File: src/rtl/tdc_uart_framer.sv
// Buffers 32-bit TDC words in a FIFO and sends each one as a 6-byte frame
// (sync, data MSB first, XOR checksum) to a byte UART using its active/done handshake.
module tdc_uart_framer #(
  parameter int          DEPTH     = 16,
  parameter logic [7:0]  SYNC_BYTE = 8'hAA
) (
  input  logic                     i_Clock,
  input  logic                     i_Rst_L,
  input  logic                     i_Data_Valid,
  input  logic [31:0]              i_Data,
  output logic                     o_Data_Ready,
  output logic                     o_Tx_DV,
  output logic [7:0]               o_Tx_Byte,
  input  logic                     i_Tx_Active,
  input  logic                     i_Tx_Done,
  output logic                     o_Busy,
  output logic [$clog2(DEPTH):0]   o_Fifo_Count,
  output logic                     o_Overflow
);

  localparam int AW = $clog2(DEPTH);

  typedef enum logic [2:0] {
    S_IDLE,
    S_SEND,
    S_WAIT_ACT,
    S_WAIT_DONE,
    S_GAP
  } state_t;

  state_t      state_q;
  logic [31:0] mem_q [DEPTH];
  logic [AW:0] wr_ptr_q, rd_ptr_q;
  logic [AW:0] count;
  logic        full, push, pop;
  logic        overflow_q;
  logic [31:0] hold_q;
  logic [2:0]  idx_q;
  logic        tx_dv_q;
  logic [7:0]  tx_byte_q;
  logic        busy_q;

  // Pointers carry one extra wrap bit, so their difference is the occupancy.
  assign count        = wr_ptr_q - rd_ptr_q;
  assign full         = (count == (AW+1)'(DEPTH));
  assign push         = i_Data_Valid && !full;
  assign pop          = (state_q == S_IDLE) && (count != '0);

  assign o_Data_Ready = !full;
  assign o_Fifo_Count = count;
  assign o_Overflow   = overflow_q;
  assign o_Tx_DV      = tx_dv_q;
  assign o_Tx_Byte    = tx_byte_q;
  assign o_Busy       = busy_q;

  function automatic logic [7:0] frame_byte(input logic [2:0] idx, input logic [31:0] w);
    case (idx)
      3'd0:    frame_byte = SYNC_BYTE;
      3'd1:    frame_byte = w[31:24];
      3'd2:    frame_byte = w[23:16];
      3'd3:    frame_byte = w[15:8];
      3'd4:    frame_byte = w[7:0];
      default: frame_byte = w[31:24] ^ w[23:16] ^ w[15:8] ^ w[7:0];
    endcase
  endfunction

  always_ff @(posedge i_Clock) begin
    if (push) mem_q[wr_ptr_q[AW-1:0]] <= i_Data;
  end

  always_ff @(posedge i_Clock or negedge i_Rst_L) begin
    if (!i_Rst_L) begin
      wr_ptr_q   <= '0;
      rd_ptr_q   <= '0;
      overflow_q <= 1'b0;
    end else begin
      if (push) wr_ptr_q <= wr_ptr_q + 1'b1;
      if (pop)  rd_ptr_q <= rd_ptr_q + 1'b1;
      if (i_Data_Valid && full) overflow_q <= 1'b1;
    end
  end

  // Strobe and byte are registered on entry to SEND, so o_Tx_DV is high exactly while in SEND.
  always_ff @(posedge i_Clock or negedge i_Rst_L) begin
    if (!i_Rst_L) begin
      state_q   <= S_IDLE;
      hold_q    <= '0;
      idx_q     <= '0;
      tx_dv_q   <= 1'b0;
      tx_byte_q <= 8'h00;
      busy_q    <= 1'b0;
    end else begin
      tx_dv_q <= 1'b0;
      case (state_q)
        S_IDLE: begin
          if (pop) begin
            hold_q    <= mem_q[rd_ptr_q[AW-1:0]];
            idx_q     <= 3'd0;
            tx_dv_q   <= 1'b1;
            tx_byte_q <= SYNC_BYTE;
            busy_q    <= 1'b1;
            state_q   <= S_SEND;
          end
        end
        S_SEND:      state_q <= S_WAIT_ACT;
        S_WAIT_ACT:  if (i_Tx_Active) state_q <= S_WAIT_DONE;
        S_WAIT_DONE: if (i_Tx_Done)   state_q <= S_GAP;
        S_GAP: begin
          if (!i_Tx_Done) begin
            if (idx_q == 3'd5) begin
              busy_q  <= 1'b0;
              state_q <= S_IDLE;
            end else begin
              idx_q     <= idx_q + 3'd1;
              tx_dv_q   <= 1'b1;
              tx_byte_q <= frame_byte(idx_q + 3'd1, hold_q);
              state_q   <= S_SEND;
            end
          end
        end
        default:     state_q <= S_IDLE;
      endcase
    end
  end

endmodule

File: config.mk
export PLATFORM = sky130hd
export DESIGN_NAME = tdc_uart_framer
export DESIGN_NICKNAME = d
export VERILOG_FILES = /design/src/rtl/tdc_uart_framer.sv
export SDC_FILE = /design/constraint.sdc
export NUM_CORES = 1
export LEC_CHECK = 0
export ABC_AREA = 1
export ABC_CLOCK_PERIOD_IN_PS = 8700
export BUFFER_PORTS_ARGS = -buffer_cell sky130_fd_sc_hd__buf_4
export CAP_MARGIN = 20
export CORE_UTILIZATION = 25
export CTS_CLUSTER_SIZE = 28
export DETAILED_ROUTE_END_ITERATION = 10
export GPL_ROUTABILITY_DRIVEN = 1
export SYNTH_ARGS = -nofsm -noshare
export SYNTH_HDL_FRONTEND = slang
export SYNTH_SLANG_ARGS = --single-unit
File: constraint.sdc
create_clock -name i_Clock -period 8.7 [get_ports i_Clock]
set_input_delay 0.87 -clock i_Clock [delete_from_list [all_inputs] [get_ports i_Clock]]
set_output_delay 0.87 -clock i_Clock [all_outputs]
set_load 0.01 [all_outputs]
==> key figures, run 1 <==
Status
  • Outcome: finished, final reports clean

Timing
  • F_max: 0.235 GHz
  • PnR worst setup slack: 4.44 ns
  • Worst hold margin: 0.339 ns
  • Setup violators final: 0
  • Final min period: 4.26 ns
  • Worst slew pin tran: 1.16 ns
  • Max_slew headroom: 0.224
  • Clock skew after layout: 0.0286 ns
  • Final Cycle Share: 0.489
  • Hold Vio Cnt, Final: 0
  • RSZ-0062 raised after global routing: no
  • Setup TNS after final layout: 0 ns
  • Max-slew violation count: 0

Detailed routing
  • WL/cell: 17.6 µm
  • Drt initial violations: 1523
  • WL final: 58.1 mm
  • Drt pass-1 iters: 5
  • Via count: 14800
  • Drc violations: 0
  • Drt via density: 4.48
  • Antenna Nets Post-Route: 0

Critical path
  • Crit path max-delay cell type: buf_4
  • CP Data Arrival Time: 3.39 ns
  • Worst-path cell chain: inv_2, buf_4, fa_1, or2_0, nor2_1, nand3_1, buf_4
  • Worst path most repeated cell: buf_4
  • WP buf/inv: 3
  • Type of the worst setup path: reg2out
  • Top delay family on crit path: buffers and inverters
  • CP Launch Type: flip-flop
  • CP peak stage delay: 0.60 ns
  • CP Capture Type: output port
  • Worst EP required: 7.83 ns
  • Crit Path Max Fanout: 67

Floorplan
  • Die Span Y: 309 µm
  • Core footprint: 93300 µm²
  • Row Count: 112
  • Die width: 309 µm
  • Die area: 95500 µm²
  • I/O pin cnt: 54
  • Initial Util: 0.253

CTS
  • Num CTS Buffers: 56
  • Clock sinks: 571
  • CTS tree: yes
  • Post-CTS sizing: 0
  • Worst-path clk slew: 0.06 ns
  • Worst skew pair latency: 0.63 ns
  • Post-CTS setup buffer count: 0
  • Clk buf depth: 3
  • Hold buffers post-CTS: 0
  • Root buffer cell: clkbuf_16
  • H-tree depth: 2

Global route
  • Overflow after GRT: 0
  • Total GRT Usage: 0.120
  • First-pass GRT wire length: 87.6 mm
  • Largest net degree at the start of global routing: 139
  • Initial antenna violation count: 5
  • Vias in the first global route: 14000

Finish
  • Area Growth Syn to Fin: 14.9%
  • Finished Layout Cells: 3303
  • ANT cells: 0
  • Final Util: 0.290
  • Filler cell count: 9488
  • Design Area, Final: 27100 µm²
  • Nets: 2054
  • Share of layout cells above drive strength 1: 0.0942

Place
  • Gpl congestion: 0.821
  • Buffers on Ports: 53
  • Place WS: 4.54 ns
  • Area post-placement: 25200 µm²
  • Dpl cells: 3196
  • Hpwl dp: 33.5 mm

Pwr
  • LEAKAGE: 9.23 nW
  • Total power: 8.85 mW
  • PD cells: 327 nW/µm²
  • VDD IR max: 0.177 mV

Run
  • Number of max-cap violations: 0

Yosys
  • Yosys reg bits: 571
  • Net Count, Synth: 2031
  • Syn avg cell area: 11.9 µm²
  • Sequential cell area fraction in the yosys report: 0.715
  • Adder-cell area share of the yosys netlist: 0.00881
  • Post-Synth Simple-Gate Area: 0.130
  • Mapped Area: 23600 µm²
  • Main combinational cell family by area after synthesis: simple AND/OR/NAND/NOR gates
  • Synth cell types: 32
  • Post-synthesis xor/xnor area fraction: 0.0104
  • Cells after Synth: 1978
  • Mux cell area share after synthesis: 0
  • Yosys warnings: 0
  • Compound-gate portion of the synthesized area: 0.0966

Hold path
  • Worst Hold Class: in2async
[area by class of cell]
| type | instances | area, µm² | area share |
|---|---|---|---|
| multi-input combinational | 1220 | 5880 | 0.217 |
| timing repair buffer | 81 | 628 | 0.0232 |
| clock inverter | 27 | 305 | 0.0113 |
| tap | 1254 | 1570 | 0.0579 |
| sequential | 571 | 16900 | 0.623 |
| inverter | 71 | 272 | 0.0100 |
| clock buffer | 79 | 1570 | 0.0579 |
[cells in the final DEF, fill, tap and decap left out, drive strengths merged]
cell type and n:
edfxtp 512, nor2 348, nand2 317, o21ai 272, buf 81, clkbuf 79
nand3 74, inv 73, o22ai 65, o211ai 64, dfrtp 59, xnor2 21
clkinv 19, nor3 16, ha 15, nand4 10, xor2 7, bufinv 6
or2 5, a21oi 4, o21bai 1, fa 1
[cells in the mapped netlist]
library cell / n / share of area
clkbuf_1: 62 / 0.0099
o21ai_1: 56 / 0.012
o21bai_1: 1 / 0.00032
a21oi_1: 4 / 0.00085
xnor2_1: 21 / 0.0078
xor2_1: 7 / 0.0026
o21ai_0: 216 / 0.046
nand2_4: 1 / 0.00048
nor3_1: 16 / 0.0034
nand2_1: 313 / 0.050
or2_0: 1 / 0.00027
o211ai_1: 64 / 0.020
dfrtp_1: 59 / 0.063
nand3_2: 1 / 0.00042
edfxtp_1: 512 / 0.65
nand2_2: 3 / 0.00080
nand4_1: 10 / 0.0027
clkinv_1: 1 / 0.00016
buf_2: 20 / 0.0042
fa_1: 1 / 0.00085
inv_2: 3 / 0.00048
buf_1: 3 / 0.00048
buf_12: 1 / 0.00085
inv_1: 67 / 0.011
nand3_1: 73 / 0.016
o22ai_1: 65 / 0.017
ha_1: 15 / 0.0080
nor2_1: 348 / 0.055
buf_6: 20 / 0.0096
or2_2: 4 / 0.0011
buf_4: 9 / 0.0029
clkbuf_2: 1 / 0.00021
[flip-flops by register name, summed over array words and instances (netlist names)]
register and cells:
mem_q 512, o_Tx_DV 1, hold_q 32, o_Tx_Byte 8, o_Overflow 1, o_Busy 1, rd_ptr_q 5, state_q 3
idx_q 3, wr_ptr_q 5
[power by group]
group,switching (mW),internal [mW],leakage [nW]
sequential,0.193,3.35,5.36
clock,1.04,1.44,0.918
combinational,1.97,0.873,2.95
[worst reg2reg max path: stages (launching register included)]
cell,delay (ns)
dfrtp_2,0.34
buf_4,0.42
clkinv_1,0.15
buf_4,0.30
ha_1,0.42
a21oi_1,0.21
nand2_1,0.09
nand2_1,0.06
nand2_1,0.10
nand3_1,0.27
nand2_2,0.41
nor2_4,0.63
buf_16,0.24
[cell families after synthesis]
group | after synthesis
compound gates | 406
simple gates | 770
xor+xnor | 28
buf+inv | 187
fa+ha+maj | 16
flops | 571
[metal layers]
metal,routed length [µm],vias up,track usage
met2,27300,357,0.194
met5,18,-,0
li1,-,7047,-
met1,26500,7323,0.167
met4,973,4,0.0296
met3,3320,70,0.0204
[worst paths after layout]
| kind | start | slack [ns] | cells past startpoint | endpoint |
|---|---|---|---|---|
| min in group i_Clock | o_Busy | 0.48 | 2 | o_Busy |
| max in group asynchronous | i_Rst_L | 7.78 | 1 | rd_ptr_q[1] |
| worst min-delay path | i_Rst_L | 0.34 | 1 | state_q[0] |
| worst max-delay path | rd_ptr_q[1] | 4.44 | 7 | o_Data_Ready |
| worst min register to register | o_Busy | 0.48 | 2 | o_Busy |
| worst max register to register | rd_ptr_q[2] | 4.76 | 12 | mem_q[15][16] |
Power figures use the tool's default switching activity.
==> inputs of run 2 (changes only) <==
--- a/config.mk
+++ b/config.mk
@@ -6,7 +6,7 @@
 export NUM_CORES = 1
 export LEC_CHECK = 0
 export ABC_AREA = 1
-export ABC_CLOCK_PERIOD_IN_PS = 8700
+export ABC_CLOCK_PERIOD_IN_PS = 4200
 export BUFFER_PORTS_ARGS = -buffer_cell sky130_fd_sc_hd__buf_4
 export CAP_MARGIN = 20
 export CORE_UTILIZATION = 25
==> constraint.sdc (replaced) <==
create_clock -name i_Clock -period 4.2 [get_ports i_Clock]
set_input_delay 0.42 -clock i_Clock [delete_from_list [all_inputs] [get_ports i_Clock]]
set_output_delay 0.42 -clock i_Clock [all_outputs]
set_load 0.01 [all_outputs]
==> run 2 against run 1 <==
  * Power is 110% higher
  * Wire length grew 6.1%
  * Core utilization increased by 0.098 points
  * Sequential share of layout area down 0.21 points
  * Sequential power increased by 110%
  * Clock-buffer cell count shrank 1
  * Setup slack lost 3.6 ns
==> key figures, run 2 (synthesized netlist as in run 1, its figures left out) <==
Critical path
  • Flop2flop setup slack: 0.81 ns (was 4.76 ns)
  • WP buf/inv: 4 (was 3)
  • Critical path depth in cells: 11 (was 7)
  • Worst r2r src: wr_ptr_q[0] (was rd_ptr_q[2])
  • CP Capture Type: flip-flop (was output port)
  • CP Data Arrival Time: 3.70 ns (was 3.39 ns)
  • Crit Path Max Fanout: 32 (was 67)
  • Type of the worst setup path: reg2reg (was reg2out)
  • Worst EP required: 4.50 ns (was 7.83 ns)
  • R2R cell count: 11 (was 12)
  • CP peak stage delay: 0.47 ns (was 0.60 ns)
  • R2r endpoint: mem_q[2][14] (was mem_q[15][16])
  • Crit path max-delay cell type: fa_1 (was buf_4)
  • Top delay family on crit path: simple AND/OR/NAND/NOR gates (was buffers and inverters)
  • Setup crit start: wr_ptr_q[0] (was rd_ptr_q[1])
  • Worst-path cell chain: inv_1, ha_1, inv_1, fa_1, or2_0, nor2_1, nand3_1, nand2_2, buf_4, nor3_2, buf_4 (was inv_2, buf_4, fa_1, or2_0, nor2_1, nand3_1, buf_4)
  • Critical Path End: mem_q[2][14] (was o_Data_Ready)
  • CP Launch Type: flip-flop (unchanged)

Detailed routing
  • WL/cell: 18.6 µm (was 17.6 µm)
  • WL final: 61.7 mm (was 58.1 mm)
  • Drt pass-1 iters: 5 (unchanged)
  • Drc violations: 0 (unchanged)
  • Drt via density: 4.53 (was 4.48)
  • Via count: 15000 (was 14800)
  • Drt initial violations: 1499 (was 1523)
  • Antenna Nets Post-Route: 0 (unchanged)

Timing
  • Final min period: 3.39 ns
  • Max_slew headroom: 0.332 (was 0.224)
  • Worst slew pin tran: 1.00 ns (was 1.16 ns)
  • RSZ-0062 raised after global routing: no (unchanged)
  • Final Cycle Share: 0.808
  • F_max: 0.295 GHz
  • Setup violators final: 0 (unchanged)
  • Hold Vio Cnt, Final: 0 (unchanged)
  • Clock skew after layout: 0.0294 ns (was 0.0286 ns)
  • Max-slew violation count: 0 (unchanged)
  • PnR worst setup slack: 0.806 ns (was 4.44 ns)

Floorplan
  • Initial Util: 0.253 (unchanged)
  • Row Count: 112 (unchanged)
  • Core footprint: 93300 µm² (unchanged)
  • Die Span Y: 309 µm (unchanged)
  • Die area: 95500 µm² (unchanged)
  • I/O pin cnt: 54 (unchanged)
  • Die width: 309 µm (unchanged)

Finish
  • Most common cell after layout, fill and taps aside: edfxtp_1 (unchanged)
  • Max reg flops: 512 (unchanged)
  • Commonest cells after routing, fill and taps aside: edfxtp_1, nor2_1, nand2_1 (unchanged)
  • Share of layout cells above drive strength 1: 0.0998 (was 0.0942)
  • Filler cell count: 9559 (was 9488)
  • Design Area, Final: 27200 µm² (was 27100 µm²)
  • Final Util: 0.291 (was 0.290)
  • Nets: 2070 (was 2054)
  • Area Growth Syn to Fin: 15.3% (was 14.9%)
  • Finished Layout Cells: 3319 (was 3303)

CTS
  • Post-CTS setup buffer count: 0 (unchanged)
  • Clock sinks: 571 (unchanged)
  • H-tree depth: 2 (unchanged)
  • Worst-path clk slew: 0.06 ns (about the same)
  • Worst skew pair latency: 0.63 ns (about the same)
  • Post-CTS sizing: 0 (unchanged)
  • Clk buf depth: 3 (unchanged)
  • CTS tree: yes (unchanged)
  • Hold buffers post-CTS: 1 (was 0)
  • Num CTS Buffers: 58 (was 56)
  • Root buffer cell: clkbuf_16 (unchanged)

Global route
  • Total GRT Usage: 0.129 (was 0.120)
  • Initial antenna violation count: 3 (was 5)
  • Overflow after GRT: 0 (unchanged)
  • First-pass GRT wire length: 93.1 mm (was 87.6 mm)
  • Largest net degree at the start of global routing: 195 (was 139)
  • Vias in the first global route: 14600 (was 14000)

Pwr
  • VDD IR max: 0.396 mV (was 0.177 mV)
  • Total power: 18.4 mW (was 8.85 mW)
  • PD cells: 678 nW/µm² (was 327 nW/µm²)
  • LEAKAGE: 9.27 nW (was 9.23 nW)

Place
  • Place WS: 0.858 ns (was 4.54 ns)
  • Buffers on Ports: 53 (unchanged)
  • Gpl congestion: 0.815 (was 0.821)
  • Dpl cells: 3210 (was 3196)
  • Area post-placement: 25300 µm² (was 25200 µm²)
  • Hpwl dp: 37.0 mm (was 33.5 mm)

Status
  • Outcome: finished, final reports clean (unchanged)

Hold path
  • Worst Hold Class: in2reg (was in2async)

Run
  • Number of max-cap violations: 0 (unchanged)
run 2: cell types whose count changed in the layout (fill, tap and decap cells not counted), sizes merged:
cell	delta
diode	+1
clkinv	+2
dlygate4sd3	+1
clkinvlp	+4
buf	+13
clkbuf	-1
bufinv	-4
run 2: layer usage:
metal	vias up	GRT usage	wire [µm]
li1	7086	-	-
met1	7384	0.174	26400
met2	482	0.209	29500
met3	90	0.0238	4300
met4	4	0.0397	1450
met5	-	0	22
run 2: worst min-delay path by stage:
stage,depth (start not counted),from,slack [ns],end
after floorplan,0,i_Rst_L,0.12,hold_q[0]
after global placement,2,o_Busy,0.47,o_Busy
after detailed placement,2,o_Busy,0.47,o_Busy
after CTS,4,i_Tx_Done,0.02,state_q[0]
after global routing,4,i_Tx_Done,0.06,state_q[0]
final,4,i_Tx_Done,0.06,state_q[0]
run 2: area by class of cell:
| type | count | area [µm²] | area share |
|---|---|---|---|
| Tap cell | 1254 | 1570 | 0.0577 |
| Inverter | 71 | 272 | 0.00999 |
| Multi-Input combinational cell | 1220 | 5880 | 0.216 |
| Clock inverter | 29 | 236 | 0.00870 |
| Clock buffer | 78 | 1580 | 0.0580 |
| Antenna cell | 1 | 2.50 | 0.0000921 |
| Timing Repair Buffer | 95 | 778 | 0.0286 |
| Sequential cell | 571 | 16900 | 0.620 |
run 2: worst reg2reg max path, stage by stage (launching register included):
cell,delay [ns]
dfrtp_1,0.41
inv_1,0.16
ha_1,0.17
inv_1,0.06
fa_1,0.47
or2_0,0.24
nor2_1,0.23
nand3_1,0.26
nand2_2,0.36
buf_4,0.32
nor3_2,0.06
buf_4,0.32
run 2: power by group:
| part | switching [mW] | internal (mW) |
|---|---|---|
| Combinational | 4.27 | 1.88 |
| Sequential | 0.399 | 6.93 |
| Clock | 2.17 | 2.76 |
| Total | 6.83 | 11.6 |
run 2: metrics by stage:
stage          hold slack (ns)  TNS (ns)
2_1_floorplan            0.124   -299.61
5_1_grt                 0.0610         0
3_3_place_gp             0.468         0
6_report                0.0583         0
4_1_cts                 0.0224         0
3_5_place_dp             0.465         0
